## config.mk

```make
export PLATFORM = sky130hd
export DESIGN_NAME = bin2bcd_seq
export DESIGN_NICKNAME = d
export VERILOG_FILES = /design/src/rtl/bin2bcd_seq.sv
export SDC_FILE = /design/constraint.sdc
export NUM_CORES = 1
export LEC_CHECK = 0
export BUFFER_PORTS_ARGS = -buffer_cell sky130_fd_sc_hd__buf_2
export CORE_MARGIN = 2
export CORE_UTILIZATION = 54
export CTS_BUF_LIST = sky130_fd_sc_hd__clkbuf_2 sky130_fd_sc_hd__clkbuf_4 sky130_fd_sc_hd__clkbuf_8
export DETAILED_ROUTE_END_ITERATION = 7
export GPL_TIMING_DRIVEN = 0
export PLACE_DENSITY = 0.78
export SYNTH_ARGS = -nofsm -noshare
export SYNTH_HDL_FRONTEND = slang
export SYNTH_SLANG_ARGS = --single-unit
export TNS_END_PERCENT = 10
```

## constraint.sdc

```tcl
create_clock -name clk -period 1.29 [get_ports clk]
set_input_delay 0.1935 -clock clk [delete_from_list [all_inputs] [get_ports clk]]
set_output_delay 0.1935 -clock clk [all_outputs]
set_load 0.01 [all_outputs]
```

## src/rtl/bin2bcd_seq.sv

```systemverilog
`default_nettype none
// ============================================================================
// Module      : bin2bcd_seq
// Description : Sequential binary-to-BCD converter using shift-and-add-3
//               (double dabble), one shift per clock, with start/busy/done
//               handshake and overflow detection. Optional leading-zero
//               blanking output is enabled by defining BIN2BCD_BLANK_EN.
// Revision    : 1.0 - initial release
// ============================================================================
module bin2bcd_seq #(
    parameter int BIN_W  = 8,
    parameter int DIGITS = 3
) (
    input  logic                  clk,
    input  logic                  reset,
    input  logic                  start,
    input  logic [BIN_W-1:0]      bin,
    output logic                  busy,
    output logic                  done,
    output logic [4*DIGITS-1:0]   bcd,
    output logic                  overflow
`ifdef BIN2BCD_BLANK_EN
    ,
    output logic [DIGITS-1:0]     blank
`endif
);

    localparam int                 c_cnt_w    = $clog2(BIN_W + 1);
    localparam int                 c_bcd_w    = 4 * DIGITS;
    localparam logic [c_cnt_w-1:0] c_cnt_load = c_cnt_w'(BIN_W);
    localparam logic [c_cnt_w-1:0] c_cnt_one  = c_cnt_w'(1);

    typedef enum logic [1:0] {
        S_IDLE  = 2'd0,
        S_LOAD  = 2'd1,
        S_SHIFT = 2'd2,
        S_FIN   = 2'd3
    } state_t;

    state_t               r_state;
    state_t               w_next;
    logic [BIN_W-1:0]     r_shift;
    logic [c_bcd_w-1:0]   r_scratch;
    logic [c_cnt_w-1:0]   r_cnt;
    logic                 r_ovf;
    logic [c_bcd_w-1:0]   w_adj;
    logic                 w_carry;
    logic [c_bcd_w-1:0]   w_scratch_sh;
    logic [BIN_W-1:0]     w_shift_sh;

    // State register
    always_ff @(posedge clk or posedge reset) begin
        if (reset) begin
            r_state <= S_IDLE;
        end else begin
            r_state <= w_next;
        end
    end

    // Next-state and busy decode; busy spans LOAD..FIN so it falls as done rises
    always_comb begin
        w_next = r_state;
        busy   = 1'b0;
        case (r_state)
            S_IDLE: begin
                if (start) begin
                    w_next = S_LOAD;
                end
            end
            S_LOAD: begin
                busy   = 1'b1;
                w_next = S_SHIFT;
            end
            S_SHIFT: begin
                busy = 1'b1;
                if (r_cnt == c_cnt_one) begin
                    w_next = S_FIN;
                end
            end
            S_FIN: begin
                busy   = 1'b1;
                w_next = S_IDLE;
            end
            default: begin
                w_next = S_IDLE;
            end
        endcase
    end

    // Add 3 to every digit >= 5 (per-digit, no inter-digit carry)
    always_comb begin
        w_adj = r_scratch;
        for (int d = 0; d < DIGITS; d++) begin
            if (r_scratch[4*d +: 4] >= 4'd5) begin
                w_adj[4*d +: 4] = r_scratch[4*d +: 4] + 4'd3;
            end
        end
    end

    // {carry, scratch, shift} shifted left by one
    assign w_carry      = w_adj[c_bcd_w-1];
    assign w_scratch_sh = {w_adj[c_bcd_w-2:0], r_shift[BIN_W-1]};
    assign w_shift_sh   = {r_shift[BIN_W-2:0], 1'b0};

`ifdef BIN2BCD_BLANK_EN
    localparam logic [DIGITS-1:0] c_blank_rst = ~DIGITS'(1);

    logic [DIGITS-1:0] w_blank;
    logic              w_hi_zero;

    // Digit k is blank when it and every more significant digit are zero
    always_comb begin
        w_blank   = '0;
        w_hi_zero = 1'b1;
        for (int k = DIGITS - 1; k >= 1; k--) begin
            w_hi_zero  = w_hi_zero & (r_scratch[4*k +: 4] == 4'd0);
            w_blank[k] = w_hi_zero;
        end
    end
`endif

    // Datapath: capture, per-step shift, and result publication in FIN
    always_ff @(posedge clk or posedge reset) begin
        if (reset) begin
            r_shift   <= '0;
            r_scratch <= '0;
            r_cnt     <= '0;
            r_ovf     <= 1'b0;
            done      <= 1'b0;
            bcd       <= '0;
            overflow  <= 1'b0;
`ifdef BIN2BCD_BLANK_EN
            blank     <= c_blank_rst;
`endif
        end else begin
            done <= 1'b0;
            case (r_state)
                S_IDLE: begin
                    if (start) begin
                        r_shift <= bin;
                    end
                end
                S_LOAD: begin
                    r_scratch <= '0;
                    r_ovf     <= 1'b0;
                    r_cnt     <= c_cnt_load;
                end
                S_SHIFT: begin
                    r_scratch <= w_scratch_sh;
                    r_shift   <= w_shift_sh;
                    r_ovf     <= r_ovf | w_carry;
                    r_cnt     <= r_cnt - c_cnt_one;
                end
                S_FIN: begin
                    bcd      <= r_scratch;
                    overflow <= r_ovf;
                    done     <= 1'b1;
`ifdef BIN2BCD_BLANK_EN
                    blank    <= w_blank;
`endif
                end
                default: begin
                end
            endcase
        end
    end

endmodule
`default_nettype wire

```

== Yosys cells after proc, flatten, opt, wreduce, memory -nomap -nowiden ==
Cells that the tools add are included.

* Output and inout port bits: 15
* Bits in registers: 41
* Input bits: 11
* Logic and storage cells: 41

* Add/subtract/negate cells: 4
* Equal/unequal tests: 6
* Bitwise operators: 1
* Magnitude comparators: 3
* Mux-type cells: 13
* Reductions and logical operators: 6

{| class="wikitable"
|+ Operators with widths
! cell !! number
|-
| 12-bit one-hot mux with 2 select lines || 1
|-
| 8-bit one-hot mux with 2 select lines || 1
|-
| 4-bit by 2-bit adder with 4-bit output, second input constant || 3
|-
| 4-bit by 3-bit >= comparator with 1-bit output, second input constant || 3
|-
| 4-bit 2-to-1 mux || 3
|-
| 8-bit 2-to-1 mux || 1
|-
| 2-bit one-hot mux with 4 select lines || 1
|-
| 4-bit one-hot mux with 2 select lines || 1
|-
| 2-bit == test, second input constant || 2
|-
| 4-bit by 1-bit == test with 1-bit output, second input constant || 1
|-
| 2-bit 2-to-1 mux || 2
|-
| 2-bit != test, second input constant || 2
|-
| 2-bit AND reduction || 2
|-
| 2-bit nonzero test || 2
|-
| 4-bit by 1-bit subtractor with 4-bit output, second input constant || 1
|-
| 3-bit OR reduction || 1
|-
| 2-bit by 1-bit == test with 1-bit output, second input constant || 1
|-
| 2-bit zero test || 1
|-
| 1-bit 2-to-1 mux || 2
|-
| 1-bit one-hot mux with 2 select lines || 1
|-
| 1-bit bitwise OR || 1
|}

== Longest topological paths before layout ==
* Depth after elaboration: 4
* Depth in mapped cells: 7
* Depth with buffers taken out: 6

== Worst setup path after synthesis ==
No wires, ideal clock.

* Path kind: register to register
* From: register r_state[0]
* To: register r_scratch[3]
* Data required time: 1168 ps
* Arrival: 1288 ps
* Clock period less this slack: 1410 ps
* Library setup time: 122 ps
* Path slack: -120 ps
* Cell stages (with the launch flop): 7
* Path buffers: 1
* Cells stage by stage: dfrtp_1 > inv_1 > ha_1 > buf_2 > inv_1 > nor2_2 > a32o_1

* Word-level cells in the longest chain between the ends: 2
* Elaborated cells between the ends (all ways): 4
* Classes of those cells: eq/ne (2); mux (1); reduce/logical (1)

{| class="wikitable"
|+ RTL lines
! item !! RTL line !! RTL
|-
| from (decl) || 40 || <nowiki>state_t r_state;</nowiki>
|-
| from (signal assigned) || 56 || <nowiki>r_state <= w_next;</nowiki>
|-
| 2-bit == test / 2-bit by 1-bit == test with 1-bit output (equally long branches) || 137 || <nowiki>case (r_state)</nowiki>
|-
| 12-bit one-hot mux with 2 select lines / 2-bit nonzero test (equally long branches) || n/a ||
|-
| to (signal assigned) || 149 || <nowiki>r_scratch <= w_scratch_sh;</nowiki>
|-
| to (decl) || 43 || <nowiki>logic [c_bcd_w-1:0] r_scratch;</nowiki>
|}

Parallel ways exist; a longest one is shown, timed or not.
A chain may end at the register's enable or synchronous reset.

== Final worst setup path ==
* From: register r_state[1]
* To: register r_state[0]

* Word-level cells in the longest chain between the ends: 3
* Elaborated cells between the ends (all ways): 8
* Classes of those cells: eq/ne (5); mux (1); reduce/logical (2)

{| class="wikitable"
|+ RTL lines
! item !! RTL line !! RTL
|-
| 2-bit == test / 2-bit zero test (equally long branches) || 64 || <nowiki>case (r_state)</nowiki>
|-
| 2-bit != test (no source line) || n/a ||
|-
| 2-bit AND reduction (no source line) || n/a ||
|}

Parallel ways exist; a longest one is shown, timed or not.

==> metrics.md <==
| Metric | Value |
|---|---|
| IO Pins | 26 |
| Worst setup margin | -0.1027 ns |
| Diode count | 0 |
| Critical path's top delay family | flip-flops |
| Slew @ Worst Pin | 0.8400 ns |
| CP Launch Type | flip-flop |
| Int Pwr | 3.345 mW |
| Mapped Cells | 184 |
| Clock sink total | 41 |
| Largest net degree at the start of global routing | 42 |
| Final setup fails | 33 |
| Final ANT Viol Nets | 0 |
| Critical Path Max Stage Delay | 0.43 ns |
| Number of vias per cell | 5.669 |
| Initial antenna violation count | 0 |
| TritonCTS Buffers | 5 |
| Root buf cell | clkbuf_8 |
| Hold WC Path Type | in2async |
| Die W | 65.10 um |
| Leak | 1.182 nW |
| Per-cell routed wire length | 15.12 um |
| # fillers | 274 |
| RSZ-0062 raised after global routing | true |
| Minimum clock period | 1.393 ns |
| Post-synth cell types | 31 |
| Initial Util | 0.5548 |
| Non-Filler Instances | 269 |
| Power Total | 5.423 mW |
| Remaining DRCs | 0 |
| Run status | complete, but fails checks |
| Syn_area_per_cell | 10.95 um^2 |
| Die Span Y | 65.10 um |
| Row count | 22 |
| PwrDens | 2100 mW/mm^2 |
| Clk_lat worst skew | 0.30 ns |
| MaxCap Viol Count | 0 |
| Overflow after GRT | 0 |
| Crit. End Element | flip-flop |
| CP bufs+invs | 2 |
| Clock skew | 0.004170 ns |
| Placed Instances | 256 |
| Core area | 0.003633 mm^2 |
| Crit-path cells | inv_2 > ha_4 > nor2b_4 > buf_4 > o32a_1 |
| Routability Congestion | 0.8425 |
| Period utilisation layout | 1.080 |
| Final hold vios | 0 |
| Violated checks | negative setup slack |
| WS Path Type | reg2reg |
| Share of layout cells above drive strength 1 | 0.4208 |
| Psw | 2.079 mW |
| Worst path arrival time | 1.58 ns |
| Final WL | 4068 um |
| Die area | 0.004237 mm^2 |
| Tot GR Track Use | 0.2212 |
| Reg clk slew, reported paths | 0.08 ns |
| CTS H-tree depth | 2 |
| Pre-antenna DRT Iters | 4 |
| HPWL after detailed placement | 2561 um |
| Via Count | 1525 |
| Clock power frac | 0.203 |
| Clk buf depth | 2 |
| CTS tree | built |
| Vias in the first global route | 1498 |
| Slew margin rel. | 0.4392 |
| Ys Warns | 0 |
| Sw Ratio | 0.3833 |
| Final Max Tran Viols | 0 |
| # nets final | 243 |
| Port Buf Inserts | 24 |
| DR iter-0 viols | 71 |
| Placed inst area | 0.002232 mm^2 |
| Maximum VDD drop | 1.726 mV |
| #FFs+latches synth | 41 |
| Worst EP required | 1.48 ns |
| Wire length of the first global-routing pass | 6955 um |
| Critical Path Slowest Stage Cell | dfrtp_1 |
| Register area share after synthesis | 0.5090 |
| Area grow syn2layout | 28.12% |
| Fmax | 0.7180 GHz |
| Worst Path Max Fanout | 5 |
| Synthesized area | 0.002016 mm^2 |
| Final Instance Area | 0.002582 mm^2 |
| Logic pwr share | 0.477 |
| Hold WS | 0.05507 ns |
| Sequential Power Share | 0.321 |
| Syn_nets | 207 |
[through the flow]
stage               utilization  TNS (ns)  setup slack [ns]
floorplan                     -   -0.1182          -0.03511
global placement         0.6143    -20.01           -0.3880
detailed placement       0.6143    -5.086           -0.1813
CTS                      0.7021    -1.948          -0.09741
global route             0.7107    -4.413           -0.1705
finish                   0.7107    -2.031           -0.1027
[area by class of cell]
cell class	instances	area [um^2]	area share
inverters	14	62.56	0.02422
multi-input cells	122	1086	0.4205
repair buffers	30	177.7	0.06880
clock buffers	7	90.09	0.03488
clock inverters	1	30.03	0.01163
flip-flops and latches	41	1026	0.3973
well taps	48	60.06	0.02326
plain buffers	6	50.05	0.01938
[cell families after synthesis]
family          share of synthesized area
compound gates                     0.1769
xor+xnor                          0.01738
fa+ha+maj                         0.07449
buf+inv                           0.04655
flops                              0.5090
mux                               0.07759
simple gates                      0.09808
[flip-flops by register name, indices dropped and copies added, names as in the netlist]
signal     count
bcd           12
r_scratch     12
r_shift        8
r_cnt          4
r_state        2
done           1
overflow       1
r_ovf          1
[path summary, 6_finish.rpt]
kind	startpoint	slack, ns	depth (start not counted)	endpoint
setup reg to reg	r_state[1]$_DFFE_PP0P_	-0.10	5	r_state[0]$_DFFE_PP0P_
min in group clk	bin[5]	0.19	3	r_shift[5]$_DFFE_PP0P_
hold / removal	reset	0.06	2	r_scratch[4]$_DFFE_PP0P_
setup / recovery	r_state[1]$_DFFE_PP0P_	-0.10	5	r_state[0]$_DFFE_PP0P_
max in group asynchronous	reset	0.71	2	r_cnt[2]$_DFFE_PP0P_
hold reg to reg	r_cnt[3]$_DFFE_PP0P_	0.50	1	r_cnt[3]$_DFFE_PP0P_
[cell usage after synthesis (all sizes together)]
| master | count | share of area |
|---|---|---|
| nand4 | 1 | 0.0031 |
| mux2i | 1 | 0.0050 |
| mux2 | 13 | 0.073 |
| and2b | 1 | 0.0037 |
| inv | 14 | 0.026 |
| a32o | 2 | 0.0099 |
| a22oi | 6 | 0.022 |
| a21oi | 11 | 0.029 |
| ha | 12 | 0.074 |
| xnor2 | 4 | 0.017 |
| nor3 | 2 | 0.0050 |
| nor2b | 7 | 0.025 |
| o21ai | 16 | 0.040 |
| nand2b | 6 | 0.019 |
| o31ai | 2 | 0.0074 |
| buf | 7 | 0.020 |
| o32a | 1 | 0.0050 |
| nor3b | 2 | 0.0074 |
| nand3 | 4 | 0.0099 |
| a21o | 1 | 0.0037 |
| nor2 | 4 | 0.0099 |
| dfrtp | 41 | 0.51 |
| nand2 | 8 | 0.015 |
| a22o | 3 | 0.013 |
| a31oi | 9 | 0.028 |
| o22ai | 6 | 0.019 |
[metal layers]
metal  global-route usage  wire length [um]  vias to the layer above
met5                    0                 0                        -
met4               0.1068                83                        0
met3              0.05651               172                        8
met2               0.3840              2152                       34
met1               0.2551              1659                      755
li1                     -                 -                      728
[what timing repair did]
item,4_1_cts,5_1_grt
pin swaps,18,5
resized for setup,42,7
buffers inserted,5,0
hold endpoints to repair,0,0
hold buffers,0,0
setup endpoints to repair,38,38
cloned,1,0
[power groups by stage]
stage / clock [mW] / sequential [mW] / combinational (mW)
6_report: 1.10 / 1.74 / 2.58
5_1_grt: 1.17 / 1.78 / 2.81
4_1_cts: 1.11 / 1.73 / 2.54
3_5_place_dp: 0 / 1.72 / 2.03
3_3_place_gp: 0 / 1.71 / 1.98
2_1_floorplan: 0 / 1.70 / 1.56
[placed cells by master (no fill, tap or decap), types with 3 or more instances in the layout]
master	instances
dfrtp_1	41
nand3_1	4
a21oi_4	4
a22oi_2	5
xnor2_1	4
a31oi_1	9
nand2_1	7
inv_1	3
nor2b_1	6
buf_4	7
o21ai_1	8
ha_1	4
mux2_2	13
clkbuf_8	6
nand2b_1	3
a22o_1	3
buf_2	25
a21oi_1	6
o22ai_1	6
o21ai_0	8
ha_4	6
inv_2	9
nand2b_4	3
(Power assumes the default switching activity.)
